<file path="src/rtl/pipe_rc_adder.sv">
// ---------------------------------------------------------------------------
// pipe_rc_adder
//   Pipelined ripple-carry adder/subtractor. The WIDTH-bit operation is cut
//   into STAGES chunks of CHUNK bits. Each stage ripples one chunk and
//   registers its carry-out, which feeds the next chunk one cycle later.
//   Operands travel down the pipe alongside the partial sum so every
//   operation stays coherent. A valid/ready handshake with a global stall
//   provides backpressure.
//
// Parameters
//   WIDTH   operand/result width (>= 2)
//   STAGES  pipeline depth; WIDTH must be a multiple of STAGES
//
// Ports
//   clk        rising-edge clock
//   rst        asynchronous active-high reset
//   in_valid   operand set presented
//   in_ready   block accepts operands this cycle
//   a, b       operands
//   cin        carry-in (ignored when sub=1)
//   sub        0: a+b+cin, 1: a-b
//   out_valid  result presented
//   out_ready  consumer accepts the result
//   sum        result
//   cout       carry-out; not-borrow when subtracting
//   ovf        two's-complement signed overflow
// ---------------------------------------------------------------------------
module pipe_rc_adder #(
    parameter int unsigned WIDTH  = 16,
    parameter int unsigned STAGES = 4
) (
    input  logic             clk,
    input  logic             rst,
    input  logic             in_valid,
    output logic             in_ready,
    input  logic [WIDTH-1:0] a,
    input  logic [WIDTH-1:0] b,
    input  logic             cin,
    input  logic             sub,
    output logic             out_valid,
    input  logic             out_ready,
    output logic [WIDTH-1:0] sum,
    output logic             cout,
    output logic             ovf
);

    localparam int unsigned CHUNK = WIDTH / STAGES;

    // Per-stage registers. Index k holds the state produced by stage k.
    logic [WIDTH-1:0]  a_q [STAGES];
    logic [WIDTH-1:0]  b_q [STAGES];   // effective B (already inverted for subtract)
    logic [WIDTH-1:0]  s_q [STAGES];   // chunks 0..k summed, upper bits zero
    logic [STAGES-1:0] c_q;            // carry out of chunk k
    logic [STAGES-1:0] v_q;
    logic              ovf_q;

    // Stage inputs (also the next-state for the operand registers).
    logic [WIDTH-1:0]  a_d  [STAGES];
    logic [WIDTH-1:0]  b_d  [STAGES];
    logic [WIDTH-1:0]  s_in [STAGES];
    logic [STAGES-1:0] c_in;
    logic [STAGES-1:0] v_d;

    // Stage outputs.
    logic [WIDTH-1:0]  s_d [STAGES];
    logic [STAGES-1:0] c_d;
    logic              ovf_d;

    logic              stall;

    // Stall only depends on registered state and out_ready; never on in_valid.
    assign stall    = v_q[STAGES-1] & ~out_ready;
    assign in_ready = ~rst & ~stall;

    // Route each stage's inputs: stage 0 takes the ports, later stages take
    // the previous stage's registers.
    always_comb begin : stage_inputs
        a_d[0]  = a;
        b_d[0]  = b ^ {WIDTH{sub}};
        s_in[0] = '0;
        c_in[0] = sub | cin;
        // While not stalled in_ready is 1, so a transfer in equals in_valid.
        v_d[0]  = in_valid;
        for (int k = 1; k < STAGES; k++) begin
            a_d[k]  = a_q[k-1];
            b_d[k]  = b_q[k-1];
            s_in[k] = s_q[k-1];
            c_in[k] = c_q[k-1];
            v_d[k]  = v_q[k-1];
        end
    end

    // Ripple one chunk per stage.
    always_comb begin : ripple
        logic carry;
        logic carry_msb;
        ovf_d = 1'b0;
        c_d   = '0;
        for (int k = 0; k < STAGES; k++) begin
            s_d[k]    = s_in[k];
            carry     = c_in[k];
            carry_msb = c_in[k];
            for (int i = 0; i < CHUNK; i++) begin
                s_d[k][k*CHUNK+i] = a_d[k][k*CHUNK+i] ^ b_d[k][k*CHUNK+i] ^ carry;
                // After the last iteration this is the carry into the chunk MSB.
                carry_msb = carry;
                carry = (a_d[k][k*CHUNK+i] & b_d[k][k*CHUNK+i]) |
                        (carry & (a_d[k][k*CHUNK+i] ^ b_d[k][k*CHUNK+i]));
            end
            c_d[k] = carry;
            if (k == STAGES - 1) begin
                ovf_d = carry_msb ^ carry;
            end
        end
    end

    always_ff @(posedge clk or posedge rst) begin
        if (rst) begin
            for (int k = 0; k < STAGES; k++) begin
                a_q[k] <= '0;
                b_q[k] <= '0;
                s_q[k] <= '0;
            end
            c_q   <= '0;
            v_q   <= '0;
            ovf_q <= 1'b0;
        end else if (!stall) begin
            for (int k = 0; k < STAGES; k++) begin
                a_q[k] <= a_d[k];
                b_q[k] <= b_d[k];
                s_q[k] <= s_d[k];
            end
            c_q   <= c_d;
            v_q   <= v_d;
            ovf_q <= ovf_d;
        end
    end

    assign out_valid = v_q[STAGES-1];
    assign sum       = s_q[STAGES-1];
    assign cout      = c_q[STAGES-1];
    assign ovf       = ovf_q;

endmodule

</file>
<file path="config.mk">
export PLATFORM = sky130hd
export DESIGN_NAME = pipe_rc_adder
export DESIGN_NICKNAME = d
export VERILOG_FILES = /design/src/rtl/pipe_rc_adder.sv
export SDC_FILE = /design/constraint.sdc
export NUM_CORES = 1
export LEC_CHECK = 0
export ABC_AREA = 1
export CORE_ASPECT_RATIO = 0.6
export CORE_UTILIZATION = 49
export DETAILED_ROUTE_END_ITERATION = 10
export PLACE_DENSITY_LB_ADDON = 0.25
export SYNTH_ARGS = -nofsm -noshare
export SYNTH_HDL_FRONTEND = slang
export SYNTH_SLANG_ARGS = --single-unit
</file>
<file path="constraint.sdc">
create_clock -name clk -period 3.7 [get_ports clk]
set_input_delay 0.74 -clock clk [delete_from_list [all_inputs] [get_ports clk]]
set_output_delay 0.74 -clock clk [all_outputs]
set_load 0.03 [all_outputs]
</file>
# Word level (Yosys, flattened, before mapping)
# Index checks and enable logic that the tools add are counted.
word_totals:
  register_bits: 145
  inputBits: 38
op_classes:
  n_bitwise: 88
op_table:
  columns: ["cell", "count"]
  rows:
  - ["$and A1 B1 Y1", 34]
  - ["$xor A1 B1 Y1", 33]
  - ["$or A1 B1 Y1", 17]
  - ["$xor A16 B16 Y16", 1]
  - ["$not A1 Y1", 3]

# Depth between registers and ports, before layout
# Gate-level depths: netlist (run 1).
logic_depth:
  word_depth: 10
  ltp_mapped: 11

# Worst setup path after synthesis (run 1)
# No wires, ideal clock.
synth_path:
  kind: "input-to-reg"
  startpoint: "input sub"
  endpoint: "register s_q, in the netlist s_d[35]"
  t_arrival_ps: 2925
  t_required_ps: 3584
  slack_ps: 659
  path_stages: 10
  cell_sequence: "buf_2 > buf_2 > xnor2_1 > fa_1 > fa_1 > fa_1 > inv_1 > fa_1 > nand2_1 > nand2_1"
synth_rtl:
  columns: ["item", "line_no", "rtl"]
  rows:
  - ["from (decl)", "39", "input logic sub,"]
  - ["to (signal, indexed assignment)", "131", "s_q[k] <= s_d[k];"]
  - ["to (decl)", "52", "logic [WIDTH-1:0] s_q [STAGES];"]

==> reports/summary.json, run 1 <==
{
  "finish": {
    "antenna_cells_inserted": 0,
    "final_layout_size_suffix_gt1_share_pct": 4.02,
    "final.fill_count": 714,
    "syn2layout_area_growth_pct": 21.7,
    "finalNetCount": 572,
    "final_util_pct": 63.5
  },
  "cts": {
    "tritoncts": "done",
    "htree_levels": 3,
    "clk_pin_slew_worst_paths_ns": 0.06,
    "numCtsBuffers": 9,
    "post_cts_setup_inserts": 0,
    "post_cts.resized_instances": 0,
    "clkSinkCount": 97,
    "clkLatencyLatePin_ns": 0.34,
    "clk_path_buf_depth": 2,
    "postCtsHoldBufs": 0,
    "clock_tree.root_cell": "sky130_fd_sc_hd__clkbuf_16"
  },
  "critical_path": {
    "cp.buffers_inverters": 2,
    "cp_slowest_cell": "sky130_fd_sc_hd__clkdlybuf4s50_1",
    "critical-path-top-delay-family": "adder cells",
    "ff2ff_setup_slack_ns": 1.34,
    "r2r_cells": 8,
    "critical_path.endpoint_type": "flip-flop",
    "critical-path-top-cell-by-count": "sky130_fd_sc_hd__fa_1",
    "path_cells": "clkdlybuf4s50_1 > xnor2_1 > fa_1 > fa_1 > fa_1 > inv_1 > fa_1 > nand2_1 > nand2_1",
    "worst_setup_path_start_kind": "input port",
    "timing.critical_path.fanout_max": 6,
    "critical_path_depth": 9,
    "crit_required_ns": 3.93,
    "critPathMaxStageDelay_ns": 0.64,
    "worstPathArrival_ns": 3.35,
    "worst_setup_path_type": "input port to flip-flop"
  },
  "sta": {
    "layout_setup_ws_ns": 0.581,
    "number_of_hold_violations_in_the_final_report": 0,
    "final_skew_ns": 0.00457,
    "worst_pin_slew_ns": 0.865,
    "setup_viol_count_final": 0,
    "max_freq_ghz": 0.321,
    "fin_hold_ws_ns": 0.461,
    "maxSlewViolCount": 0,
    "fin_tns_setup_ns": 0,
    "final_clock_period_utilization_by_the_worst_path_pct": 84.3,
    "max_slew_margin_pct": 42.4,
    "final.min_clock_period_ns": 3.12,
    "unrepaired_setup_endpoints_after_global_routing": "no"
  },
  "logic_synthesis": {
    "synth.net_count": 522,
    "post_synth_instance_area_sq_mm": 0.00423,
    "post_synth.cell_area_avg_sq_um": 9.03,
    "synth_most_common_cell": "sky130_fd_sc_hd__nand2_1",
    "synthesis_warning_total": 0,
    "synth_cell_types": 14,
    "ys_ff_latch": 97,
    "synth_commonest_cells": "sky130_fd_sc_hd__nand2_1, sky130_fd_sc_hd__dfrtp_1, sky130_fd_sc_hd__inv_1",
    "synth.top_cells.by_area": "sky130_fd_sc_hd__dfrtp_1, sky130_fd_sc_hd__nand2_1, sky130_fd_sc_hd__fa_1, sky130_fd_sc_hd__o21ai_0, sky130_fd_sc_hd__inv_1",
    "yosys.area.top_type": "sky130_fd_sc_hd__dfrtp_1",
    "postSynth.asyncResetShare_pct": 100,
    "number_of_synthesized_flops_with_an_enable_pin": 0,
    "synth_seq_area_share_pct": 57.4,
    "synthDominantCellAreaShare_pct": 57.4,
    "synth_cells": 468,
    "yosys_most_used_dff": "sky130_fd_sc_hd__dfrtp_1"
  },
  "floorplan": {
    "chipHeight_um": 74.0,
    "placeableCoreArea_sq_mm": 0.00810,
    "std_cell_rows": 25,
    "io_pins": 58,
    "floorplan.die_area_sq_mm": 0.00902,
    "initial_utilization_pct": 52.2,
    "die-width_um": 122
  },
  "power_and_ir_drop": {
    "post-layout-total-power_mw": 4.20,
    "irDropWorstVdd_v": 0.000292,
    "static-leakage-power_nw": 2.61,
    "internal-power_mw": 2.67,
    "p_sw_mw": 1.53,
    "power_frac_seq_pct": 42.0,
    "clock_power_share_pct": 21.6,
    "combinationalPowerShare_pct": 36.5,
    "switch_share_pct": 36.5,
    "power_density_relative_to_cell_area_mw_per_mm2": 816
  },
  "routing": {
    "remaining_drc_errors": 0,
    "drt-pass1-iter-count": 4,
    "detail_route.wirelength_um": 8020,
    "drt-wirelength-per-cell_um": 12.7,
    "postRouteAntennaNets": 0,
    "drt_iter0_markers": 261,
    "routed-via-count": 2958,
    "avgViaCountPerCell": 4.69
  },
  "global_route": {
    "wire_length_of_the_first_global_routing_pass_um": 13700,
    "grt_usage_pct": 20.3,
    "largest_net_degree_at_the_start_of_global_routing": 97,
    "grt_antenna_before_repair": 0,
    "gr-total-overflow": 0,
    "first_global_vias": 2853
  },
  "outcome": {
    "outcome": "finished clean"
  },
  "flow_run": {
    "drv_cap": 0
  },
  "placement": {
    "dp_hpwl_um": 5380,
    "port-buffer-count": 57,
    "pre_cts_slack_ns": 0.214,
    "gp_congestion": 0.790
  },
  "hold_path": {
    "timing.hold.worst.class": "flip-flop to flip-flop",
    "whs_path_depth": 2
  }
}
==> stage by stage <==
stage               area, sq um  std cells
finish                     5150        631
CTS                        5150        631
floorplan                  4230        468
detailed placement         4860        615
global placement           4860        615
global route               5150        631
==> tightest hold or removal path, delay by kind of cell, from the launching register on <==
family	cells	cell delay, ns
buf+inv	1	0.05
simple gates	1	0.05
flops	1	0.33
==> area by class of cell <==
type | instances | area (sq um) | share of cell area, %
sequential | 97 | 2430 | 47.2
multi-input combinational | 293 | 1460 | 28.4
timing repair buffer | 62 | 621 | 12.1
clock buffer | 13 | 250 | 4.86
inverter | 55 | 209 | 4.06
tap | 108 | 135 | 2.63
clock inverter | 3 | 40.0 | 0.778
==> cell families after synthesis <==
group | share of synthesized area, %
buffers and inverters | 7.96
and+or+nand+nor | 20.5
AOI/OAI and AO/OA | 5.68
DFF | 57.4
adders and majority gates | 7.58
xor gates and xnor gates | 0.829
==> power groups by stage <==
stage / Combinational (mW) / Clock [mW] / Sequential [mW]
floorplan: 0.860 / 0 / 1.93
global placement: 1.48 / 0 / 1.76
detailed placement: 1.54 / 0 / 1.78
CTS: 1.56 / 0.926 / 1.77
global route: 1.75 / 0.975 / 1.82
finish: 1.53 / 0.906 / 1.76
==> cell usage in the layout (no fill, tap or decap) <==
cell type / synthesis / routed
sky130_fd_sc_hd__fa_1: 16 / 16
sky130_fd_sc_hd__xor2_1: 1 / 1
sky130_fd_sc_hd__nand2_2: 1 / 1
sky130_fd_sc_hd__dfrtp_1: 97 / 97
sky130_fd_sc_hd__inv_4: 0 / 1
sky130_fd_sc_hd__clkbuf_16: 0 / 9
sky130_fd_sc_hd__o21ai_0: 48 / 48
sky130_fd_sc_hd__clkdlybuf4s50_1: 0 / 57
sky130_fd_sc_hd__bufinv_16: 0 / 1
sky130_fd_sc_hd__inv_1: 55 / 54
sky130_fd_sc_hd__clkbuf_1: 4 / 3
sky130_fd_sc_hd__buf_12: 0 / 1
sky130_fd_sc_hd__xnor2_1: 3 / 3
sky130_fd_sc_hd__nor2_4: 1 / 1
sky130_fd_sc_hd__nand3_1: 11 / 11
sky130_fd_sc_hd__nand2_1: 210 / 210
sky130_fd_sc_hd__clkbuf_8: 0 / 1
sky130_fd_sc_hd__clkinv_2: 0 / 2
sky130_fd_sc_hd__nor2_1: 2 / 2
sky130_fd_sc_hd__buf_4: 8 / 4
==> sequential cells by signal, summed over array words and instances (netlist names) <==
name and cells:
v_q 4, c_q 4, b_d 24, sum 16, s_d 24, a_d 24
ovf 1
==> path summary, 6_finish.rpt <==
path,from,endpoint
worst min register to register,v_q[2],v_q[3]
min in group asynchronous,rst,a_d[38]
worst max-delay path,sub,s_d[35]
worst max register to register,a_d[12],sum[15]
max in group asynchronous,rst,c_q[2]
worst min-delay path,v_q[2],v_q[3]
==> per-layer routing <==
metal  vias up  routed length, um  track usage (%)  share of wire, %
li1       1498                  -                -                 -
met1      1376               3990             29.8                50
met2        76               3330             28.9                42
met3         8                632             7.13               7.9
met4         0                 63             5.35              0.79
met5         -                  0                0                 0
(Power assumes the default switching activity.)
==> run 2: changes to the inputs <==
Clock period 3.7 ns to 3.2 ns, I/O delays scaled along.
==> run 2 against run 1 <==
Effect of this change: utilization rose by 1.2 points; flip-flop and latch count unchanged; setup slack worse by 0.32 ns; combinational power grew 18%; global-route usage fell by 0.35 points; sequential share of layout area down 0.86 points; largest power group unchanged; critical endpoint unchanged; design area rose by 1.8%; critical path type unchanged; count of clock-buffer cells in the layout shrank 2; largest cell class unchanged; sequential power is 15% higher; clock skew grew 0.00058 ns; non-clock buffer count grew 3.
==> reports/summary.json, run 2 (same netlist as run 1, synthesis figures left out) <==
{
  "hold_path": {
    "worstHoldEndpoint": {"value": "v_q[3]", "change": "unchanged"},
    "timing.hold.worst.class": {"value": "flip-flop to flip-flop", "change": "unchanged"},
    "worstHoldStart": {"value": "v_q[2]", "change": "unchanged"},
    "whs_path_depth": {"value": 2, "change": "unchanged"}
  },
  "sta": {
    "max_slew_margin": {"value": 41.0, "unit": "%", "change": "was 42.4%"},
    "fin_tns_setup": {"value": 0, "unit": "ns", "change": "unchanged"},
    "layout_setup_ws": {"value": 0.262, "unit": "ns", "change": "was 0.581 ns"},
    "number_of_hold_violations_in_the_final_report": {"value": 0, "change": "unchanged"},
    "fin_hold_ws": {"value": 0.451, "unit": "ns", "change": "was 0.461 ns"},
    "worst_pin_slew": {"value": 0.885, "unit": "ns", "change": "was 0.865 ns"},
    "unrepaired_setup_endpoints_after_global_routing": {"value": "no", "change": "unchanged"},
    "max_freq_ghz": 0.340,
    "final.min_clock_period_ns": 2.94,
    "maxSlewViolCount": {"value": 0, "change": "unchanged"},
    "final_clock_period_utilization_by_the_worst_path_pct": 91.8,
    "final_skew": {"value": 0.00516, "unit": "ns", "change": "was 0.00457 ns"},
    "setup_viol_count_final": {"value": 0, "change": "unchanged"}
  },
  "critical_path": {
    "critical-path-top-cell-by-count": {"value": "sky130_fd_sc_hd__fa_1", "change": "unchanged"},
    "crit_required": {"value": 3.43, "unit": "ns", "change": "was 3.93 ns"},
    "ff2ff_setup_slack": {"value": 0.85, "unit": "ns", "change": "was 1.34 ns"},
    "critPathMaxStageDelay": {"value": 0.44, "unit": "ns", "change": "was 0.64 ns"},
    "critical_path.reg2reg.endpoint": {"value": "sum[15]", "change": "unchanged"},
    "critical_path.endpoint_type": {"value": "flip-flop", "change": "unchanged"},
    "timing.critical_path.fanout_max": {"value": 8, "change": "was 6"},
    "r2r_cells": {"value": 8, "change": "unchanged"},
    "worstPathArrival": {"value": 3.17, "unit": "ns", "change": "was 3.35 ns"},
    "cp_slowest_cell": {"value": "sky130_fd_sc_hd__clkdlybuf4s50_1", "change": "unchanged"},
    "worst_setup_path_type": {"value": "input port to flip-flop", "change": "unchanged"},
    "path_cells": {"value": "clkdlybuf4s50_1 > buf_12 > xnor2_1 > fa_1 > fa_1 > fa_1 > inv_1 > fa_1 > nand2_1 > nand2_1", "change": "was clkdlybuf4s50_1 > xnor2_1 > fa_1 > fa_1 > fa_1 > inv_1 > fa_1 > nand2_1 > nand2_1"},
    "r2r_startpoint": {"value": "a_d[12]", "change": "unchanged"},
    "worst_setup_path_start_kind": {"value": "input port", "change": "unchanged"}
  },
  "power_and_ir_drop": {
    "internal-power": {"value": 3.18, "unit": "mW", "change": "was 2.67 mW"},
    "switch_share": {"value": 36.0, "unit": "%", "change": "was 36.5%"},
    "static-leakage-power": {"value": 2.64, "unit": "nW", "change": "was 2.61 nW"},
    "clock_power_share": {"value": 22.5, "unit": "%", "change": "was 21.6%"},
    "power_density_relative_to_cell_area": {"value": 947, "unit": "mW/mm^2", "change": "was 816 mW/mm^2"},
    "power_frac_seq": {"value": 41.0, "unit": "%", "change": "was 42.0%"},
    "combinationalPowerShare": {"value": 36.5, "unit": "%", "change": "about the same"},
    "p_sw": {"value": 1.79, "unit": "mW", "change": "was 1.53 mW"},
    "irDropWorstVdd": {"value": 0.000395, "unit": "V", "change": "was 0.000292 V"},
    "post-layout-total-power": {"value": 4.96, "unit": "mW", "change": "was 4.20 mW"}
  },
  "placement": {
    "dp_hpwl": {"value": 5450, "unit": "um", "change": "was 5380 um"},
    "gp_congestion": {"value": 0.779, "change": "was 0.790"},
    "port-buffer-count": {"value": 57, "change": "unchanged"},
    "pre_cts_slack": {"value": -0.110, "unit": "ns", "change": "was 0.214 ns"}
  },
  "cts": {
    "post_cts.resized_instances": {"value": 0, "change": "unchanged"},
    "clkLatencyLatePin": {"value": 0.34, "unit": "ns", "change": "about the same"},
    "postCtsHoldBufs": {"value": 0, "change": "unchanged"},
    "clkSinkCount": {"value": 97, "change": "unchanged"},
    "clock_tree.root_cell": {"value": "sky130_fd_sc_hd__clkbuf_16", "change": "unchanged"},
    "post_cts_setup_inserts": {"value": 0, "change": "unchanged"},
    "clk_path_buf_depth": {"value": 2, "change": "unchanged"},
    "tritoncts": {"value": "done", "change": "unchanged"},
    "htree_levels": {"value": 3, "change": "unchanged"},
    "numCtsBuffers": {"value": 9, "change": "unchanged"},
    "clk_pin_slew_worst_paths": {"value": 0.06, "unit": "ns", "change": "about the same"}
  },
  "floorplan": {
    "std_cell_rows": {"value": 25, "change": "unchanged"},
    "io_pins": {"value": 58, "change": "unchanged"},
    "placeableCoreArea": {"value": 0.00810, "unit": "sq mm", "change": "unchanged"},
    "floorplan.die_area": {"value": 0.00902, "unit": "sq mm", "change": "unchanged"},
    "initial_utilization": {"value": 52.2, "unit": "%", "change": "unchanged"},
    "die-width": {"value": 122, "unit": "um", "change": "unchanged"},
    "chipHeight": {"value": 74.0, "unit": "um", "change": "unchanged"}
  },
  "finish": {
    "finalNetCount": {"value": 575, "change": "was 572"},
    "layout_commonest_cell": {"value": "sky130_fd_sc_hd__nand2_1", "change": "unchanged"},
    "mostFrequentLayoutCells": {"value": "sky130_fd_sc_hd__nand2_1, sky130_fd_sc_hd__dfrtp_1, sky130_fd_sc_hd__clkdlybuf4s50_1", "change": "unchanged"},
    "final_layout_size_suffix_gt1_share": {"value": 4.75, "unit": "%", "change": "was 4.02%"},
    "syn2layout_area_growth": {"value": 24.0, "unit": "%", "change": "was 21.7%"},
    "antenna_cells_inserted": {"value": 0, "change": "unchanged"}
  },
  "global_route": {
    "gr-total-overflow": {"value": 0, "change": "unchanged"},
    "first_global_vias": {"value": 2807, "change": "was 2853"},
    "largest_net_degree_at_the_start_of_global_routing": {"value": 97, "change": "unchanged"},
    "wire_length_of_the_first_global_routing_pass": {"value": 13500, "unit": "um", "change": "was 13700 um"},
    "grt_usage": {"value": 20.0, "unit": "%", "change": "was 20.3%"},
    "grt_antenna_before_repair": {"value": 0, "change": "unchanged"}
  },
  "routing": {
    "postRouteAntennaNets": {"value": 0, "change": "unchanged"},
    "drt-pass1-iter-count": {"value": 5, "change": "was 4"},
    "drt_iter0_markers": {"value": 178, "change": "was 261"},
    "routed-via-count": {"value": 2949, "change": "was 2958"},
    "detail_route.wirelength": {"value": 7920, "unit": "um", "change": "was 8020 um"},
    "avgViaCountPerCell": {"value": 4.65, "change": "was 4.69"},
    "drt-wirelength-per-cell": {"value": 12.5, "unit": "um", "change": "was 12.7 um"},
    "remaining_drc_errors": {"value": 0, "change": "unchanged"}
  },
  "outcome": {
    "outcome": {"value": "finished clean", "change": "unchanged"}
  },
  "flow_run": {
    "drv_cap": {"value": 0, "change": "unchanged"}
  }
}
## run 2: worst max path at each step
stage                          to  startpoint  depth (start not counted)  slack, ns
final                     s_d[35]         sub                         10       0.26
after global placement    s_d[35]         sub                         10      -0.06
after detailed placement  s_d[35]         sub                         10      -0.11
after CTS                 s_d[35]         sub                         10       0.25
after global routing      s_d[35]         sub                         10       0.14
after floorplan           a_d[12]         rst                          1       0.03
## run 2: cell type report
type                       count  area (sq um)
clock buffer                  11           233
clock inverter                 5          80.1
fill                         685          2860
inverter                      55           209
multi-input combinational    293          1460
sequential                    97          2430
tap                          108           135
timing repair buffer          65           693
## run 2: worst max-delay path: cells and delay by family
family	cells	cell delay [ns]
adder cells (fa/ha/maj)	4	1.59
buffers and inverters	3	0.66
XOR/XNOR	1	0.13
AND/OR/NAND/NOR	2	0.13
## run 2: metrics by stage
step | std cells | utilization, % | cell area (sq um)
after floorplan | 468 | - | 4230
after global placement | 618 | 60.8 | 4930
after detailed placement | 618 | 60.8 | 4930
after CTS | 634 | 64.7 | 5240
after global routing | 634 | 64.7 | 5240
final | 634 | 64.7 | 5240
## run 2: power groups by stage
stage	combinational, mW	clock (mW)	sequential [mW]
4_1_cts	1.83	1.14	2.04
2_1_floorplan	0.995	0	2.23
3_5_place_dp	1.82	0	2.06
6_report	1.81	1.12	2.03
3_3_place_gp	1.75	0	2.04
5_1_grt	2.08	1.19	2.10
## run 2: routing by layer
layer  GRT usage, %  wire length [um]  part of all wire, %  vias to the layer above
met2           28.4              3240                   41                       77
li1               -                 -                    -                     1515
met1           30.2              4190                   53                     1349
met4           4.53                81                  1.0                        0
met3           5.98               412                  5.2                        8
met5              0                 0                    0                        -
